<file path="src/rtl/rv_writeback.sv">
// rv_writeback: writeback stage of the uRV pipeline.
// Takes the registered execute outputs, waits for load data when needed,
// aligns and extends it, and drives the register file write port one cycle
// after the result completes. Requests a stall while a load is outstanding.
// Optional feature macro: URV_WB_BYPASS_EN (combinational forwarding of the
// result completing this cycle to decode). Undefined: byp_* are tied to 0.
module rv_writeback (
  input  logic        clk_i,
  input  logic        rst_i,
  input  logic [2:0]  x_fun_i,
  input  logic        x_load_i,
  input  logic [4:0]  x_rd_i,
  input  logic [31:0] x_rd_value_i,
  input  logic        x_rd_write_i,
  input  logic [31:0] x_dm_addr_i,
  input  logic [31:0] dm_data_l_i,
  input  logic        dm_load_done_i,
  output logic        w_stall_req_o,
  output logic [4:0]  rf_rd_o,
  output logic [31:0] rf_rd_value_o,
  output logic        rf_rd_write_o,
  output logic        byp_valid_o,
  output logic [4:0]  byp_rd_o,
  output logic [31:0] byp_value_o
);

  typedef enum logic [0:0] {
    IDLE      = 1'b0,
    WAIT_LOAD = 1'b1
  } wb_state_t;

  wb_state_t   state_r;
  wb_state_t   state_nxt_s;
  logic [2:0]  fun_r;
  logic [4:0]  rd_r;
  logic [1:0]  addr_r;
  logic        capture_s;
  logic        stall_s;
  logic        comp_s;
  logic [4:0]  comp_rd_s;
  logic [31:0] comp_val_s;
  logic        wr_en_s;
  logic        unused_addr_s;

  // Only the byte offset of the load address matters for alignment.
  assign unused_addr_s = ^x_dm_addr_i[31:2];

  // Select the addressed byte/half/word and sign- or zero-extend it.
  function automatic logic [31:0] align_load(input logic [2:0]  fun,
                                             input logic [1:0]  addr,
                                             input logic [31:0] data);
    logic [7:0]  byte_v;
    logic [15:0] half_v;
    logic [31:0] res_v;
    case (addr)
      2'd0:    byte_v = data[7:0];
      2'd1:    byte_v = data[15:8];
      2'd2:    byte_v = data[23:16];
      2'd3:    byte_v = data[31:24];
      default: byte_v = data[7:0];
    endcase
    half_v = addr[1] ? data[31:16] : data[15:0];
    case (fun)
      3'b000:  res_v = {{24{byte_v[7]}}, byte_v};
      3'b001:  res_v = {{16{half_v[15]}}, half_v};
      3'b010:  res_v = data;
      3'b100:  res_v = {24'h000000, byte_v};
      3'b101:  res_v = {16'h0000, half_v};
      default: res_v = 32'h0000_0000;
    endcase
    return res_v;
  endfunction

  // Next state, load capture, stall request and the result completing now.
  always_comb begin
    state_nxt_s = state_r;
    capture_s   = 1'b0;
    stall_s     = 1'b0;
    comp_s      = 1'b0;
    comp_rd_s   = 5'd0;
    comp_val_s  = 32'h0000_0000;
    case (state_r)
      IDLE: begin
        if (x_load_i) begin
          if (dm_load_done_i) begin
            comp_s     = 1'b1;
            comp_rd_s  = x_rd_i;
            comp_val_s = align_load(x_fun_i, x_dm_addr_i[1:0], dm_data_l_i);
          end else begin
            capture_s   = 1'b1;
            stall_s     = 1'b1;
            state_nxt_s = WAIT_LOAD;
          end
        end else if (x_rd_write_i) begin
          comp_s     = 1'b1;
          comp_rd_s  = x_rd_i;
          comp_val_s = x_rd_value_i;
        end else begin
          comp_s = 1'b0;
        end
      end
      WAIT_LOAD: begin
        // Upstream is held; the still-presented load is not re-accepted.
        if (dm_load_done_i) begin
          comp_s      = 1'b1;
          comp_rd_s   = rd_r;
          comp_val_s  = align_load(fun_r, addr_r, dm_data_l_i);
          state_nxt_s = IDLE;
        end else begin
          stall_s = 1'b1;
        end
      end
      default: begin
        state_nxt_s = IDLE;
      end
    endcase
  end

  // x0 is never written; nothing completes while reset is asserted.
  assign wr_en_s       = comp_s && (comp_rd_s != 5'd0) && !rst_i;
  assign w_stall_req_o = stall_s && !rst_i;

  // State register; reset drops any pending load.
  always_ff @(posedge clk_i) begin
    if (rst_i) begin
      state_r <= IDLE;
    end else begin
      state_r <= state_nxt_s;
    end
  end

  // Hold the fields of a load that is waiting for memory.
  always_ff @(posedge clk_i) begin
    if (rst_i) begin
      fun_r  <= 3'd0;
      rd_r   <= 5'd0;
      addr_r <= 2'd0;
    end else if (capture_s) begin
      fun_r  <= x_fun_i;
      rd_r   <= x_rd_i;
      addr_r <= x_dm_addr_i[1:0];
    end
  end

  // Register file write port: pulse enable, hold index/value between writes.
  always_ff @(posedge clk_i) begin
    if (rst_i) begin
      rf_rd_o       <= 5'd0;
      rf_rd_value_o <= 32'h0000_0000;
      rf_rd_write_o <= 1'b0;
    end else if (wr_en_s) begin
      rf_rd_o       <= comp_rd_s;
      rf_rd_value_o <= comp_val_s;
      rf_rd_write_o <= 1'b1;
    end else begin
      rf_rd_write_o <= 1'b0;
    end
  end

`ifdef URV_WB_BYPASS_EN
  assign byp_valid_o = wr_en_s;
  assign byp_rd_o    = wr_en_s ? comp_rd_s  : 5'd0;
  assign byp_value_o = wr_en_s ? comp_val_s : 32'h0000_0000;
`else
  assign byp_valid_o = 1'b0;
  assign byp_rd_o    = 5'd0;
  assign byp_value_o = 32'h0000_0000;
`endif

endmodule

</file>
<file path="config.mk">
export PLATFORM = sky130hd
export DESIGN_NAME = rv_writeback
export DESIGN_NICKNAME = d
export VERILOG_FILES = /design/src/rtl/rv_writeback.sv
export SDC_FILE = /design/constraint.sdc
export NUM_CORES = 1
export LEC_CHECK = 0
export CAP_MARGIN = 20
export CORE_UTILIZATION = 38
export CTS_CLUSTER_DIAMETER = 30
export DETAILED_ROUTE_END_ITERATION = 6
export PLACE_DENSITY = 0.74
export SETUP_SLACK_MARGIN = 0.3
export SYNTH_ARGS = -nofsm -noshare
export SYNTH_HDL_FRONTEND = slang
export SYNTH_SLANG_ARGS = --single-unit
</file>
<file path="constraint.sdc">
create_clock -name clk_i -period 1.9 [get_ports clk_i]
set_clock_uncertainty 0.15 [all_clocks]
set_input_delay 0.285 -clock clk_i [delete_from_list [all_inputs] [get_ports clk_i]]
set_output_delay 0.285 -clock clk_i [all_outputs]
set_load 0.01 [all_outputs]
</file>
# Word-level counts from Yosys, hierarchy flattened
# Index checks and enable logic that the tools add are counted.
dict set report word_totals {
  ram_bits 0
  output_inout_bits 77
  latchBits 0
  n_memories 0
  romBits 0
  ff_bits 49
}
dict set report classes {
  multipliers 0
  n_lt_le_gt_ge 0
  div_mod_pow 0
  n_bitwise 1
  eq_ne 14
  shift 0
  addsub 0
  reduce_logical 9
  muxes 25
}
# operator count
set op_table {}
lappend op_table {{case mux 32 bit (5 select lines)} 2}
lappend op_table {{two-way mux 32 bit} 4}
lappend op_table {{case mux 32 bit (2 select lines)} 1}
lappend op_table {{case mux 8 bit (4 select lines)} 2}
lappend op_table {{two-way mux 16 bit} 2}
lappend op_table {{two-way mux 5 bit} 4}
lappend op_table {{== test 3 bit (second input constant)} 4}
lappend op_table {{case mux 5 bit (2 select lines)} 1}
lappend op_table {{== test 2 bit (second input constant)} 4}
lappend op_table {{two-way mux 1 bit} 7}
lappend op_table {{== test 3 x 1 -> 1 bit (second input constant)} 2}
lappend op_table {{== test 3 x 2 -> 1 bit (second input constant)} 2}
lappend op_table {{zero test 3 bit} 2}
lappend op_table {{nonzero test 5 bit} 1}
lappend op_table {{== test 2 x 1 -> 1 bit (second input constant)} 2}
lappend op_table {{zero test 2 bit} 2}
lappend op_table {{case mux 1 bit (2 select lines)} 2}
lappend op_table {{logical AND 1 bit} 3}
lappend op_table {{zero test 1 bit} 1}
lappend op_table {{NOT 1 bit} 1}

# Longest topological paths before layout
dict set report depth {
  ltp_word 7
  mapped_depth 9
}

# Worst setup path after synthesis
# OpenSTA, ideal clock, no wires.
dict set report synth_timing {
  path_type {input to register}
  startpoint {in x_dm_addr_i[1]}
  endpoint {reg rf_rd_value_o[5]}
  stages 6
  slack_ps 0
  required_time_ps 1628
  arrival_time_ps 1629
  path_cell_list {buf_4 > buf_2 > mux2_2 > a221oi_1 > o21ai_0 > a221o_1}
}
dict set report synth_between {
  elab_chain_cells 6
  elab_cells_between_ends 10
}
# item line_no
set synth_lines {}
lappend synth_lines {{start, declared} 15} ;# input logic [31:0] x_dm_addr_i,
lappend synth_lines {{== test 2 bit (tied with other cells)} 55} ;# case (addr)
lappend synth_lines {{case mux 8 bit (4 select lines)} 55}
lappend synth_lines {{case mux 32 bit (5 select lines) *} 63} ;# case (fun)
lappend synth_lines {{two-way mux 32 bit *} 85} ;# if (dm_load_done_i) begin
lappend synth_lines {{two-way mux 32 bit *} 84} ;# if (x_load_i) begin
lappend synth_lines {{case mux 32 bit (2 select lines) *} 82} ;# case (state_r)
lappend synth_lines {{end signal, assigned} 153} ;# rf_rd_value_o <= comp_val_s;
lappend synth_lines {{end, declared} 20} ;# output logic [31:0] rf_rd_value_o,
# Mark *: on every way between the ends. The rest lies on a longest branch, timed or not.
# A chain may end at the register's enable or synchronous reset.

# Worst setup path after layout
dict set report layout_timing {
  startpoint {reg rd_r[1]}
  endpoint {reg rf_rd_value_o[6]}
}
dict set report layout_between {
  elab_chain_cells 5
}
# item line_no
set layout_lines {}
lappend layout_lines {{start, declared} 35} ;# logic [4:0] rd_r;
lappend layout_lines {{start signal, assigned} 140} ;# rd_r <= x_rd_i;
lappend layout_lines {{two-way mux 5 bit} 104} ;# if (dm_load_done_i) begin
lappend layout_lines {{case mux 5 bit (2 select lines)} 82}
lappend layout_lines {{nonzero test 5 bit} 120} ;# assign wr_en_s = comp_s && (comp_rd_s != 5'd0) && !rst_i;
lappend layout_lines {{logical AND 1 bit (2 in a row)} 120}
# Every way passes these cells.

==> run metrics <==
# rows 36; total die area 10,900 sq um; die extent in y 104 um; Starting Density 0.399; core area 9950 sq um; Leakage Power 2.61 nW; crit end category register; worst setup margin -0.0566 ns; CTS Buffer Depth 2; PwrDens 466 nW/um^2; antenna diode count 0; Post-Syn Area 3980 sq um; MaxCap Viol Count 0; cts-stage hold buffer count 0; met1 Use GR 0.386; Post-Synthesis Cells 517; crit-path cells or4_4, o21ai_4, a211o_4, inv_8, a221o_1; slew margin rel. 0.643; CTS tree done; most frequent cells in the layout 75 x nand2_1, 75 x buf_4, 63 x clkdlybuf4s50_1, 51 x dlygate4sd2_1, 46 x dfxtp_1; share of cells above drive strength 1 0.254; IO buf count 117; Top-Level Pins 186; final RePlAce weighted congestion 0.900; type of the worst setup path reg -> reg; slowest cell delay on critical path 0.55 ns; number of global-route vias before repair 4,826; fin util 0.621; final hold violations 0; overall power 2.88 mW; Final Cycle Share 1.03; RSZ-0062 raised after global routing true; status finished, violations left; met3 Use GR 0.0363; drt initial violations 417; Layout Nets 801; clock sink count 49; Die X 104 um; htree depth 2; DR vias 4,811; DR pass1 iterations 5; Critical Path Start Type register; met2 Use GR 0.497; root buf cell clkbuf_8; Avg Vias per Cell 5.82; post-synth cell types 42; critical path's slowest cell or4_4; initial antenna violation count 0; TritonCTS Buffers 5; Clock transition at path regs 0.11 ns; worst-skew pair later-pin latency 0.32 ns; post-DP HPWL 11.2 mm; smallest hold slack 0.325 ns; Tmin final 1.96 ns; Hold Path Class reg -> reg; Worst EP required 1.96 ns; Crit Path Max Fanout 16; Worst Max-Slew Pin Slew 0.534 ns; Yosys Warn Count 0; sequential area share after synthesis 0.247; Remaining Overflow, GRT 0; GR Util All Layers 0.294; Area growth syn-to-layout 55.5%; failing checks setup timing; Syn Area/Cell 7.69 sq um; CP delay by family, top compound AO/OA/AOI/OAI gates; DRC 0; drt total wl 15.8 mm; register bit count reported by yosys 49; Final setup violation count 28; CP Buf/Inv Count 1; Arr. time, crit path 2.01 ns; first-pass GRT wire length 25.7 mm; Detail Route Antenna Nets 0; final max-slew violation count 0; f_max 511 MHz; gr busiest metal met2; WL/cell 19.2 um; pin count of the biggest net entering global routing 49; maximum vdd ir drop 0.300 mV
-- final cells by class --
type                            instances  area, sq um
Clock inverter                          3         25.0
Fill cell                             887         3770
Clock buffer                            5         68.8
Multi-Input combinational cell        418         2820
Sequential cell                        49          990
Tap cell                              133          166
Inverter                                2         15.0
Timing Repair Buffer                  216         2090
-- where the power goes --
| group | switching (mW) | total, mW | internal [mW] |
|---|---|---|---|
| Sequential | 0.0307 | 1.10 | 1.06 |
| Clock | 0.408 | 0.678 | 0.270 |
| Combinational | 0.559 | 1.11 | 0.551 |
| Total | 0.998 | 2.88 | 1.88 |
-- flip-flops by register name, indices dropped and copies added, names as in the netlist --
name and cells:
fun_r 3, state_r 1, rf_rd_o 5, rf_rd_write_o 1, rd_r 5, rf_rd_value_o 32, addr_r 2
-- synth_stat cells, drive strengths merged --
master  count  area [sq um]
nor4b       1          8.76
nor2b       5          31.3
nand2b      1          6.26
a221o       7          70.1
nand3b     26           195
mux4        1          22.5
a21oi      24           120
o21ai      36           180
a211oi      2          15.0
o211ai      9          72.6
and2        3          18.8
nor4        1          6.26
a221oi     27           236
mux2i      19           190
mux2       19           214
dfxtp      49           981
nand3       9          45.0
a31oi      23           144
nor3b      10          80.1
a222oi      1          10.0
inv         2          10.0
nand2      75           282
nor3       13          65.1
or4         2          15.0
a32oi       7          61.3
a211o       2          18.8
a22oi      35           277
nor2       21          78.8
and3        1          6.26
clkbuf     25          93.8
buf        60           417
conb        1          3.75
-- cells by family after synthesis --
logic type             share of synthesized area
DFF                                        0.247
AOI/OAI and AO/OA                          0.303
other                                   0.000943
and+or+nand+nor                            0.211
buffers and inverters                      0.131
muxes                                      0.107
-- layer usage --
layer | vias up | share of wire
met5 | - | 0
met4 | 0 | 0.024
met3 | 31 | 0.085
met2 | 276 | 0.47
met1 | 2272 | 0.42
li1 | 2232 | -
-- final timing paths --
path	start	endpoint	slack, ns	depth (start not counted)
worst max register to register	rd_r[1]	rf_rd_value_o[6]	-0.06	5
worst max-delay path	rd_r[1]	rf_rd_value_o[6]	-0.06	5
worst min-delay path	rf_rd_value_o[27]	rf_rd_value_o[27]	0.33	2
worst min register to register	rf_rd_value_o[27]	rf_rd_value_o[27]	0.33	2
-- repair_timing --
action | in CTS | in global routing
gates cloned | 2 | 2
setup buffers | 6 | 1
setup endpoints to repair | 76 | 40
pin swaps | 14 | 16
resized for setup | 119 | 20
-- stage by stage --
stage	std cells	instance area, sq um	TNS, ns	setup slack (ns)
CTS	823	6040	-0.0107	-0.00478
global placement	807	5740	-16.43	-0.497
finish	826	6180	-0.906	-0.0566
detailed placement	807	5740	-18.33	-0.542
global route	826	6180	-2.19	-0.0950
floorplan	554	4140	0	0.0366
-- worst register-to-register path: stages, from the launching register on --
cell	delay, ns
dfxtp_2	0.34
or4_4	0.55
o21ai_4	0.15
a211o_4	0.23
inv_8	0.10
a221o_1	0.33
No activity file was read; power rests on OpenSTA's default activity.
